**src/rtl/fifo_uart_wb.sv**
```systemverilog
// fifo_uart_wb - Wishbone slave UART with TX/RX FIFOs, sticky error flags and a
// level interrupt. Registers: 0x0 DATA, 0x4 STATUS, 0x8 DIV, 0xC CTRL.
// The bit period is DIV+2 clocks. An empty DATA read returns all ones.
// Define UART_PARITY_EN to add the optional parity bit (CTRL[8]=PEN,
// CTRL[9]=ODD). Without it the UART is 8N1 only.
module fifo_uart_wb #(
    parameter int          TX_DEPTH    = 16,
    parameter int          RX_DEPTH    = 16,
    parameter logic [31:0] DEFAULT_DIV = 32'd1
) (
    input  logic        wb_clk_i,
    input  logic        wb_rst_i,
    input  logic [3:2]  wb_adr_i,
    input  logic [31:0] wb_dat_i,
    output logic [31:0] wb_dat_o,
    input  logic        wb_we_i,
    input  logic [3:0]  wb_sel_i,
    input  logic        wb_stb_i,
    output logic        wb_ack_o,
    input  logic        rx_i,
    output logic        tx_o,
    output logic        irq_o
);
    localparam int TX_AW = $clog2(TX_DEPTH);
    localparam int RX_AW = $clog2(RX_DEPTH);

    typedef enum logic [2:0] {S_IDLE, S_START, S_DATA, S_PARITY, S_STOP} state_t;

    // Bus and configuration
    logic        r_ack;
    logic [31:0] r_div;
    logic [2:0]  r_ie;
    logic        r_rxovf, r_frmerr, r_parerr, r_txovf;
    logic        w_pen, w_odd;
    logic        w_wr, w_pop_req, w_clr;
    logic [32:0] w_div_p1, w_half_m1;
    logic [31:0] w_status;

    // TX path
    logic [7:0]       r_tx_mem [TX_DEPTH];
    logic [TX_AW-1:0] r_tx_wp, r_tx_rp;
    logic [TX_AW:0]   r_tx_level;
    state_t           r_tx_state, w_tx_next;
    logic [32:0]      r_tx_cnt;
    logic [2:0]       r_tx_bit;
    logic [7:0]       r_tx_shift;
    logic             r_tx_pen, r_tx_par;
    logic             w_tx_full, w_tx_empty, w_tx_push, w_tx_pop, w_tx_done, w_tx_busy;

    // RX path
    logic [7:0]       r_rx_mem [RX_DEPTH];
    logic [RX_AW-1:0] r_rx_wp, r_rx_rp;
    logic [RX_AW:0]   r_rx_level;
    state_t           r_rx_state, w_rx_next;
    logic [32:0]      r_rx_cnt;
    logic [2:0]       r_rx_bit;
    logic [7:0]       r_rx_shift;
    logic             r_rx_s1, r_rx_s2, r_rx_prev, r_rx_pen, r_rx_odd;
    logic             w_rx_full, w_rx_empty, w_rx_done, w_rx_byte, w_rx_frm, w_rx_par;
    logic             w_rx_pop, w_rx_wr, w_rx_ovf;

    assign w_wr      = wb_stb_i & ~r_ack & wb_we_i;
    assign w_pop_req = wb_stb_i & r_ack & ~wb_we_i & (wb_adr_i == 2'd0) & wb_sel_i[0];
    assign w_clr     = w_wr & (wb_adr_i == 2'd1) & wb_sel_i[0];
    assign wb_ack_o  = r_ack;
    assign w_div_p1  = {1'b0, r_div} + 33'd1;
    assign w_half_m1 = (({1'b0, r_div} + 33'd2) >> 1) - 33'd1;

    // Single-cycle acknowledge, never back-to-back
    // NOTE: all clocked state uses non-blocking assignments so every flop sees pre-edge values.
    always_ff @(posedge wb_clk_i or posedge wb_rst_i) begin
        if (wb_rst_i) r_ack <= 1'b0;
        else          r_ack <= wb_stb_i & ~r_ack;
    end

    // DIV (byte-lane writable) and interrupt enables
    always_ff @(posedge wb_clk_i or posedge wb_rst_i) begin
        if (wb_rst_i) begin
            r_div <= DEFAULT_DIV;
            r_ie  <= '0;
        end else if (w_wr) begin
            if (wb_adr_i == 2'd2) begin
                for (int i = 0; i < 4; i++)
                    if (wb_sel_i[i]) r_div[8*i +: 8] <= wb_dat_i[8*i +: 8];
            end
            if (wb_adr_i == 2'd3 && wb_sel_i[0]) r_ie <= wb_dat_i[2:0];
        end
    end

`ifdef UART_PARITY_EN
    logic r_pen, r_odd;
    // Parity controls live in CTRL byte lane 1
    always_ff @(posedge wb_clk_i or posedge wb_rst_i) begin
        if (wb_rst_i) begin
            r_pen <= 1'b0;
            r_odd <= 1'b0;
        end else if (w_wr && wb_adr_i == 2'd3 && wb_sel_i[1]) begin
            r_pen <= wb_dat_i[8];
            r_odd <= wb_dat_i[9];
        end
    end
    assign w_pen = r_pen;
    assign w_odd = r_odd;
`else
    assign w_pen = 1'b0;
    assign w_odd = 1'b0;
`endif

    // ---------------- TX ----------------
    assign w_tx_full  = (r_tx_level == (TX_AW+1)'(TX_DEPTH));
    assign w_tx_empty = (r_tx_level == '0);
    assign w_tx_push  = w_wr & (wb_adr_i == 2'd0) & wb_sel_i[0] & ~w_tx_full;
    assign w_tx_done  = (r_tx_cnt == '0);
    assign w_tx_busy  = ~w_tx_empty | (r_tx_state != S_IDLE);

    // TX next state; a pop loads the shifter with the FIFO head
    // NOTE: every always_comb output gets a default first so no latch is inferred.
    always_comb begin
        w_tx_next = r_tx_state;
        w_tx_pop  = 1'b0;
        case (r_tx_state)
            S_IDLE:   if (!w_tx_empty) begin w_tx_next = S_START; w_tx_pop = 1'b1; end
            S_START:  if (w_tx_done) w_tx_next = S_DATA;
            S_DATA:   if (w_tx_done && r_tx_bit == 3'd7) w_tx_next = r_tx_pen ? S_PARITY : S_STOP;
            S_PARITY: if (w_tx_done) w_tx_next = S_STOP;
            S_STOP:   if (w_tx_done) begin
                          if (!w_tx_empty) begin w_tx_next = S_START; w_tx_pop = 1'b1; end
                          else w_tx_next = S_IDLE;
                      end
            default:  w_tx_next = S_IDLE;
        endcase
    end

    // TX state, bit timer and shifter; PEN/ODD are captured per frame
    always_ff @(posedge wb_clk_i or posedge wb_rst_i) begin
        if (wb_rst_i) begin
            r_tx_state <= S_IDLE;
            r_tx_cnt   <= '0;
            r_tx_bit   <= '0;
            r_tx_shift <= '0;
            r_tx_pen   <= 1'b0;
            r_tx_par   <= 1'b0;
        end else begin
            r_tx_state <= w_tx_next;
            if (w_tx_pop || (r_tx_state != S_IDLE && w_tx_done)) r_tx_cnt <= w_div_p1;
            else if (!w_tx_done) r_tx_cnt <= r_tx_cnt - 33'd1;
            if (w_tx_pop) begin
                r_tx_shift <= r_tx_mem[r_tx_rp];
                r_tx_bit   <= '0;
                r_tx_pen   <= w_pen;
                r_tx_par   <= (^r_tx_mem[r_tx_rp]) ^ w_odd;
            end else if (r_tx_state == S_DATA && w_tx_done) begin
                r_tx_shift <= {1'b0, r_tx_shift[7:1]};
                r_tx_bit   <= r_tx_bit + 3'd1;
            end
        end
    end

    // Serial line driven straight from state so reset forces it high at once
    always_comb begin
        case (r_tx_state)
            S_START:  tx_o = 1'b0;
            S_DATA:   tx_o = r_tx_shift[0];
            S_PARITY: tx_o = r_tx_par;
            default:  tx_o = 1'b1;
        endcase
    end

    // ---------------- RX ----------------
    assign w_rx_full  = (r_rx_level == (RX_AW+1)'(RX_DEPTH));
    assign w_rx_empty = (r_rx_level == '0);
    assign w_rx_done  = (r_rx_cnt == '0);
    assign w_rx_pop   = w_pop_req & ~w_rx_empty;
    assign w_rx_wr    = w_rx_byte & (~w_rx_full | w_rx_pop);
    assign w_rx_ovf   = w_rx_byte & w_rx_full & ~w_rx_pop;

    // RX next state and per-sample events
    always_comb begin
        w_rx_next = r_rx_state;
        w_rx_byte = 1'b0;
        w_rx_frm  = 1'b0;
        w_rx_par  = 1'b0;
        case (r_rx_state)
            S_IDLE:   if (r_rx_prev && !r_rx_s2) w_rx_next = S_START;
            S_START:  if (w_rx_done) w_rx_next = r_rx_s2 ? S_IDLE : S_DATA;
            S_DATA:   if (w_rx_done && r_rx_bit == 3'd7) w_rx_next = r_rx_pen ? S_PARITY : S_STOP;
            S_PARITY: if (w_rx_done) begin
                          w_rx_next = S_STOP;
                          w_rx_par  = r_rx_s2 ^ (^r_rx_shift) ^ r_rx_odd;
                      end
            S_STOP:   if (w_rx_done) begin
                          w_rx_next = S_IDLE;
                          w_rx_byte = r_rx_s2;
                          w_rx_frm  = ~r_rx_s2;
                      end
            default:  w_rx_next = S_IDLE;
        endcase
    end

    // Synchroniser, RX state, half-bit start qualification and data shifter
    always_ff @(posedge wb_clk_i or posedge wb_rst_i) begin
        if (wb_rst_i) begin
            r_rx_s1    <= 1'b1;
            r_rx_s2    <= 1'b1;
            r_rx_prev  <= 1'b1;
            r_rx_state <= S_IDLE;
            r_rx_cnt   <= '0;
            r_rx_bit   <= '0;
            r_rx_shift <= '0;
            r_rx_pen   <= 1'b0;
            r_rx_odd   <= 1'b0;
        end else begin
            r_rx_s1    <= rx_i;
            r_rx_s2    <= r_rx_s1;
            r_rx_prev  <= r_rx_s2;
            r_rx_state <= w_rx_next;
            if (r_rx_state == S_IDLE && w_rx_next == S_START) begin
                r_rx_cnt <= w_half_m1;
                r_rx_bit <= '0;
                r_rx_pen <= w_pen;
                r_rx_odd <= w_odd;
            end else if (r_rx_state != S_IDLE && w_rx_done) begin
                r_rx_cnt <= w_div_p1;
            end else if (!w_rx_done) begin
                r_rx_cnt <= r_rx_cnt - 33'd1;
            end
            if (r_rx_state == S_DATA && w_rx_done) begin
                r_rx_shift <= {r_rx_s2, r_rx_shift[7:1]};
                r_rx_bit   <= r_rx_bit + 3'd1;
            end
        end
    end

    // FIFO pointers and levels; simultaneous push and pop leave the level unchanged
    always_ff @(posedge wb_clk_i or posedge wb_rst_i) begin
        if (wb_rst_i) begin
            r_tx_wp <= '0; r_tx_rp <= '0; r_tx_level <= '0;
            r_rx_wp <= '0; r_rx_rp <= '0; r_rx_level <= '0;
        end else begin
            if (w_tx_push) r_tx_wp <= r_tx_wp + 1'b1;
            if (w_tx_pop)  r_tx_rp <= r_tx_rp + 1'b1;
            r_tx_level <= r_tx_level + (TX_AW+1)'(w_tx_push) - (TX_AW+1)'(w_tx_pop);
            if (w_rx_wr)  r_rx_wp <= r_rx_wp + 1'b1;
            if (w_rx_pop) r_rx_rp <= r_rx_rp + 1'b1;
            r_rx_level <= r_rx_level + (RX_AW+1)'(w_rx_wr) - (RX_AW+1)'(w_rx_pop);
        end
    end

    // FIFO storage
    // NOTE: storage arrays carry no reset; pointers and levels alone define validity.
    always_ff @(posedge wb_clk_i) begin
        if (w_tx_push) r_tx_mem[r_tx_wp] <= wb_dat_i[7:0];
        if (w_rx_wr)   r_rx_mem[r_rx_wp] <= r_rx_shift;
    end

    // Sticky error flags: a new event wins over a same-cycle clear
    always_ff @(posedge wb_clk_i or posedge wb_rst_i) begin
        if (wb_rst_i) begin
            r_rxovf <= 1'b0; r_frmerr <= 1'b0; r_parerr <= 1'b0; r_txovf <= 1'b0;
        end else begin
            r_rxovf  <= w_rx_ovf | (r_rxovf  & ~(w_clr & wb_dat_i[4]));
            r_frmerr <= w_rx_frm | (r_frmerr & ~(w_clr & wb_dat_i[5]));
            r_parerr <= w_rx_par | (r_parerr & ~(w_clr & wb_dat_i[6]));
            r_txovf  <= (w_wr & (wb_adr_i == 2'd0) & wb_sel_i[0] & w_tx_full)
                        | (r_txovf & ~(w_clr & wb_dat_i[7]));
        end
    end

    assign w_status = {8'h00, 8'(r_tx_level), 8'(r_rx_level),
                       r_txovf, r_parerr, r_frmerr, r_rxovf,
                       w_rx_full, w_tx_full, w_tx_busy, ~w_rx_empty};

    // Combinational read mux
    always_comb begin
        case (wb_adr_i)
            2'd0:    wb_dat_o = w_rx_empty ? 32'hFFFF_FFFF : {24'h0, r_rx_mem[r_rx_rp]};
            2'd1:    wb_dat_o = w_status;
            2'd2:    wb_dat_o = r_div;
            default: wb_dat_o = {22'h0, w_odd, w_pen, 5'h0, r_ie};
        endcase
    end

    assign irq_o = (r_ie[0] & ~w_rx_empty) | (r_ie[1] & ~w_tx_busy)
                 | (r_ie[2] & (r_rxovf | r_frmerr | r_parerr | r_txovf));

endmodule

```
**config.mk**
```make
export PLATFORM = sky130hd
export DESIGN_NAME = fifo_uart_wb
export DESIGN_NICKNAME = d
export VERILOG_FILES = /design/src/rtl/fifo_uart_wb.sv
export SDC_FILE = /design/constraint.sdc
export NUM_CORES = 1
export LEC_CHECK = 0
export ABC_AREA = 1
export CORE_MARGIN = 3
export CORE_UTILIZATION = 45
export CTS_CLUSTER_DIAMETER = 80
export DETAILED_ROUTE_END_ITERATION = 10
export GPL_TIMING_DRIVEN = 0
export SKIP_LAST_GASP = 1
export SLEW_MARGIN = 30
export SYNTH_ARGS = -nofsm -noshare
export SYNTH_HDL_FRONTEND = slang
export SYNTH_SLANG_ARGS = --single-unit
export TNS_END_PERCENT = 5
```
**constraint.sdc**
```tcl
create_clock -name wb_clk_i -period 6.5 [get_ports wb_clk_i]
set_input_delay 1.3 -clock wb_clk_i [delete_from_list [all_inputs] [get_ports wb_clk_i]]
set_output_delay 1.3 -clock wb_clk_i [all_outputs]
set_load 0.01 [all_outputs]
```
Word-level counts from Yosys, hierarchy flattened:

Memory sizes are Yosys's and may differ from the RTL's.
Index checks and enable logic that the tools add are counted.

* bits of input ports: 43
* RAM bits: 256
* flip-flop bits (word level): 164
* memories kept: 2
* word-level logic and storage cells: 191
* output and inout port bits: 35

Memories
* r_rx_mem: words 16, bits a word 8, read ports 1, clocked after memory_dff 0, wr ports 1, line 51 `logic [7:0] r_rx_mem [RX_DEPTH];`
* r_tx_mem: words 16, bits a word 8, read ports 1, clocked after memory_dff 0, wr ports 1, line 40 `logic [7:0] r_tx_mem [TX_DEPTH];`

* bitwise logic cells: 52
* multiplexer cells: 41
* equal/unequal tests: 23
* $add $sub $neg: 15
* reduce and logical (&&, ||, !) cells: 30

Operator list (number)
* $mux W33: 5
* $pmux W32 S3: 1
* $logic_not A33 Y1: 2
* $sub A33 B1 Y33 const B: 2
* $mux W3: 14
* $add A32 B1 Y33 const B: 1
* $add A32 B2 Y33 const B: 1
* $sub A32 B1 Y33 const B: 1
* $mux W32: 1
* $pmux W3 S5: 2
* $and A1 B1 Y1: 27
* $add A4 B1 Y4 const B: 4
* $mux W8: 2
* $reduce_xor A8 Y1: 2
* $mux W1: 13
* $not A1 Y1: 13
* $eq A3 B2 Y1 const B: 4
* $eq A3 B3 Y1 const B: 4
* $reduce_and A3 Y1: 4
* $or A1 B1 Y1: 11
* $add A5 B1 Y5: 2
* $eq A5 B5 Y1 const B: 2
* $logic_not A5 Y1: 2
* $ne A2 B2 Y1 const B: 5
* other kinds (20): 36

Longest topological paths before layout:

* depth in word-level cells: 9
* depth in mapped cells: 18
* mapped depth without buffers: 18

Worst setup path after synthesis:

No wires, ideal clock.

* path kind: input-to-output
* from: in wb_adr_i[3] in the netlist's numbering
* to: out wb_dat_o[0]
* required time: 5200 ps
* arrival time: 2222 ps
* cell stages on the path: 7
* slack: 2978 ps
* buffers on the path: 1
* cell sequence: inv_1 > nor2_1 > inv_1 > clkbuf_1 > o22ai_1 > a21oi_1 > o21ai_0

* cells in the longest elaborated chain, start to end: 2
* elaborated cells on any way between the ends: 4
* those cells by class: eq/ne (2); mux (1); reduce/logical (1)

RTL lines
* start, declared: line 13 `input logic [3:2] wb_adr_i,`
* $eq A2 B2 Y1, or another cell as far along: line 275 `case (wb_adr_i)`
* $pmux W32 S3 *: line 275
* end, declared: line 15 `output logic [31:0] wb_dat_o,`

Mark *: on every way between the ends. The rest lies on a longest branch, timed or not.

Worst setup path after layout:

* from: reg r_rx_rp[0]
* to: out wb_dat_o[4]

* cells in the longest elaborated chain, start to end: 3

RTL lines
* start, declared: line 52 `logic [RX_AW-1:0] r_rx_wp, r_rx_rp;`
* start signal, assigned: line 244 `if (w_rx_pop) r_rx_rp <= r_rx_rp + 1'b1;`
* $mem_v2 Z16 W8
* $mux W32: line 276 `2'd0: wb_dat_o = w_rx_empty ? 32'hFFFF_FFFF : {24'h0, r_rx_mem[r_rx_rp]};`
* $pmux W32 S3: line 275

Every way passes these cells.

==> flow_results.org <==
** Clock tree
- CTS built an H-tree with a depth of 2.
- Post-CTS repair timing setup buffer count :: 0
- The later pin in the worst-skew pair is clocked with a latency of roughly 0.6 ns.
- Number of hold buffers added after CTS :: 0
- The longest clock path from root to sink contains 3 buffers.
- Number of clock sinks :: 420
- TritonCTS built the clock tree.
- Once the clock tree was built, the resizer swapped 0 gates to a different size.
- Clock buffers created by TritonCTS :: 46
- In this run the clock root is driven by a sky130_fd_sc_hd__clkbuf_16.
- Clock Pin Slew Worst Setup and Hold Paths :: 0.06 ns

** Power
- Power spread over the standard cell area amounts to 330.1 nW/um2.
- Summed over all cells, the static leakage comes to roughly 10 nW.
- VDD sags by at most 217.6 uV.
- Total Power Consumption :: 8.290 mW

** Yosys
- For this run, the leading register cell type out of synthesis is sky130_fd_sc_hd__edfxtp_1.
- The synthesized design contains between 400 and 500 register bits.
- Mean cell area of the mapped netlist :: between 8 and 9 um2
- Synthesis instantiated 56 different standard cells from the library.
- Synth async-reset ratio :: 0.3905
- Of all cell types, the one taking the most synthesized area is sky130_fd_sc_hd__edfxtp_1.
- The share of the Yosys chip area taken by registers is 0.5379.
- Ys Warns :: 0
- Counting every net in the synthesized netlist gives 2567.
- The share of synthesized area in the top cell type comes to 0.3505.
- Yosys attributes the largest share of cell area to sky130_fd_sc_hd__edfxtp_1, sky130_fd_sc_hd__dfrtp_1, sky130_fd_sc_hd__nand2_1, sky130_fd_sc_hd__nor2_1, sky130_fd_sc_hd__o21ai_0.
- Yosys mapped a number of flops with a built-in enable equal to 256.
- Cell area after synthesis :: 21930 um2
- Counting every instance in the synthesized netlist gives 2491.

** Finish
- Area of all sequential standard cells :: 11800 um2
- Multi-input gate area :: 8944 um2
- Leading cell type in the layout, fill and taps excluded :: sky130_fd_sc_hd__nand2_1
- Number of nets in the final layout :: 2693
- After routing the design area is about 25000 um2.
- 0 antenna diodes ended up in the layout.
- Area growth, synth to finish :: 14.52%
- Layout cells sized above 1 :: 0.06667
- For this run, the number of standard cells in the final layout without fillers is 3270.
- Top library cells by usage in the layout, fill and taps aside :: sky130_fd_sc_hd__nand2_1, sky130_fd_sc_hd__nor2_1, sky130_fd_sc_hd__edfxtp_1, sky130_fd_sc_hd__o21ai_0, sky130_fd_sc_hd__inv_1
- Fill cells in the final layout number around 4500.

** Status
- Result of the run :: completed

** Detailed routing
- DRT met1 WL :: ~31 mm
- In the routed layout, each cell is associated on average with a via count of around 5.6.
- Wire length reported by the detailed router :: 66.53 mm
- The final route contains 18344 vias.
- Met3 wire len :: 5.245 mm
- DRC violations left :: 0
- Initial DRT Pass Iterations :: 6
- Met2 wirelength from detailed routing :: about 29 mm
- In this run the top signal layer used is met4.
- Routed wire length per instance :: 20.34 um
- Routed Antenna Nets :: 0
- Initial drt markers :: 1580

** Critical path
- Critical Setup Path Class :: flop to primary output
- Worst reg2reg path depth :: 18
- In this run the critical register-to-register path is captured at r_tx_level[4]$_DFF_PP0_.
- Along the worst path, the maximum fanout reaches 10.
- Critical path required time :: ~5.2 ns
- Critical path arrival :: 3.96 ns
- Reg-to-reg setup timing slack :: 2.75 ns
- STA classifies the critical path startpoint as a flop.
- Critical Path End Type :: primary output
- Launching point of the worst reg2reg path :: r_tx_cnt[18]$_DFFE_PP0P_

** Placement
- HPWL Detailed :: ~49 mm
- Number of instances in the placed design :: about 3200
- Post-Place Setup Slack :: 1.308 ns
- Instance area at placement :: 23510 um2
- Count of input and output buffers :: between 70 and 80
- Final GP Congestion :: 0.9296

** Global routing
- Across every metal layer, demand over resource in global routing totals 0.2591.
- Global routing finished with a remaining overflow of 0.
- Number of global-route vias before repair :: between 15000 and 20000
- Global-route wire length before repair :: 101.8 mm
- Initial antenna violation count :: 0
- Entering global routing, the biggest net connects between 80 and 90 pins.

** Min path
- Hold Path End :: r_rx_prev$_DFF_PP1_
- Counting instances, the worst hold path has a depth of 0.
- Hold Crit Start :: r_rx_s2$_DFF_PP1_
- In this run the worst hold path is classified as flop to flop.

** Job
- Across the run, the number of max-cap violations was 0.

** Die
- From bottom edge to top edge, the die measures 226.8 um.
- Total I/O pin count :: 78
- Die span in x :: between 200 and 250 um
- For this configuration, the core starts out at a cell density of 0.4574.
- Die area :: 51420 um2
- After floorplanning, the core was divided into 80 placement rows.
- Standard cell core area :: 47950 um2

** STA
- Across the routed clock network, the largest skew measured is 0.02027 ns.
- The total count of max-transition violations in the final report came to 0.
- At the pin with the least slew margin, the transition time is 0.9821 ns.
- Final count of negative-setup-slack endpoints :: 0
- Crit share post-route :: 0.8093
- Final Hold Vio Count :: 0
- Measured against its own limit, the worst slew margin works out to 0.3432.
- For the finished layout, the period the worst path requires is 5.261 ns.
- Based on the critical path, the design can be clocked at up to around 190 MHz.
- PnR worst setup slack :: about 1.2 ns
- Setup repair after global routing left no endpoint under its margin.
[Yosys cell counts, types with 5 or more instances]
cell,instances
sky130_fd_sc_hd__clkbuf_1,67
sky130_fd_sc_hd__a31oi_1,28
sky130_fd_sc_hd__nor2_1,342
sky130_fd_sc_hd__nor2_2,19
sky130_fd_sc_hd__nor4_1,7
sky130_fd_sc_hd__xnor2_1,26
sky130_fd_sc_hd__edfxtp_1,256
sky130_fd_sc_hd__or2_2,11
sky130_fd_sc_hd__ha_1,31
sky130_fd_sc_hd__nand4_1,22
sky130_fd_sc_hd__nand3_1,115
sky130_fd_sc_hd__dfrtp_1,160
sky130_fd_sc_hd__clkinv_1,8
sky130_fd_sc_hd__a21oi_1,71
sky130_fd_sc_hd__nand2_2,26
sky130_fd_sc_hd__o22ai_1,31
sky130_fd_sc_hd__xor2_1,70
sky130_fd_sc_hd__o221ai_1,34
sky130_fd_sc_hd__a211oi_1,6
sky130_fd_sc_hd__nor2_4,10
sky130_fd_sc_hd__inv_1,215
sky130_fd_sc_hd__nand2_1,556
sky130_fd_sc_hd__o2111ai_1,5
sky130_fd_sc_hd__inv_2,8
sky130_fd_sc_hd__o21ai_0,251
sky130_fd_sc_hd__o211ai_1,30
sky130_fd_sc_hd__o21ai_1,6
sky130_fd_sc_hd__buf_2,9
sky130_fd_sc_hd__nor3_1,25
[where the power goes]
part           leakage (nW)  internal (mW)  switching, mW  total, mW
logic                  4.86          0.737           1.44       2.18
clock network         0.782           1.64           1.13       2.77
registers              4.53           3.07          0.273       3.34
total                  10.2           5.45           2.84       8.29
[kinds of logic after synthesis]
logic type | after synthesis | synth area share
AND/OR/NAND/NOR | 1151 | 0.2237
buffers and inverters | 313 | 0.05437
multiplexers | 2 | 0.0009698
XOR/XNOR | 96 | 0.03834
adder cells (fa/ha/maj) | 33 | 0.01951
flip-flops | 420 | 0.5379
AO/OA/AOI/OAI | 476 | 0.1252
[sequential cells by signal, summed over array words and instances (netlist names), 3 cells and up]
| name | flops |
|---|---|
| r_tx_shift | 8 |
| r_tx_level | 5 |
| r_rx_cnt | 33 |
| r_rx_rp | 4 |
| r_tx_mem | 128 |
| r_ie | 3 |
| r_rx_wp | 4 |
| r_div | 32 |
| r_rx_level | 5 |
| r_tx_cnt | 33 |
| r_rx_bit | 3 |
| r_rx_mem | 128 |
| r_tx_wp | 4 |
| r_tx_bit | 3 |
| r_rx_shift | 8 |
| r_tx_state | 3 |
| r_tx_rp | 4 |
| r_rx_state | 3 |
[critical path: stages (launching register included)]
cell                              delay, ns
sky130_fd_sc_hd__dfrtp_1               0.42
sky130_fd_sc_hd__clkbuf_1              0.23
sky130_fd_sc_hd__inv_1                 0.11
sky130_fd_sc_hd__clkbuf_1              0.36
sky130_fd_sc_hd__clkbuf_1              0.55
sky130_fd_sc_hd__o21ai_0               0.16
sky130_fd_sc_hd__o221ai_1              0.45
sky130_fd_sc_hd__nand3_1               0.13
sky130_fd_sc_hd__nand2_1               0.12
sky130_fd_sc_hd__nand2_1               0.07
sky130_fd_sc_hd__o2111ai_1             0.14
sky130_fd_sc_hd__clkdlybuf4s50_1       0.61
[layer usage]
| metal | vias to the layer above | global-route usage |
|---|---|---|
| li1 | 8683 | - |
| met1 | 8790 | 0.3895 |
| met2 | 755 | 0.3909 |
| met3 | 116 | 0.03949 |
| met4 | 0 | 0.07211 |
| met5 | - | 0 |
[layout make-up]
class,instances,area share
clock buffers,69,0.05330
multi-input cells,1758,0.3561
flip-flops and latches,420,0.4696
well taps,615,0.03064
inverters,233,0.03522
repair buffers,78,0.03178
clock inverters,17,0.01081
plain buffers,80,0.01255
[worst max path at each step]
stage / from / endpoint / slack [ns] / depth (start not counted)
after floorplan: wb_rst_i / r_div[10]$_DFFE_PP0P_ / 0.77 / 1
after detailed placement: wb_adr_i[3] / wb_dat_o[0] / 1.31 / 9
final: r_rx_rp[0]$_DFFE_PP0N_ / wb_dat_o[4] / 1.24 / 11
after global routing: r_rx_rp[0]$_DFFE_PP0N_ / wb_dat_o[4] / 1.02 / 11
after global placement: wb_rst_i / r_div[24]$_DFFE_PP0P_ / -2.01 / 2
after CTS: wb_adr_i[3] / wb_dat_o[0] / 1.29 / 9
[metrics by stage]
stage / utilization / TNS, ns / hold slack (ns)
finish: 0.5239 / 0 / 0.3729
global placement: 0.4896 / -316.72 / 0.3648
detailed placement: 0.4903 / 0 / 0.3663
floorplan: - / 0 / 0.3452
CTS: 0.5239 / 0 / 0.3737
global route: 0.5239 / 0 / 0.3844
Note: power is estimated with default switching activity, not from simulation.
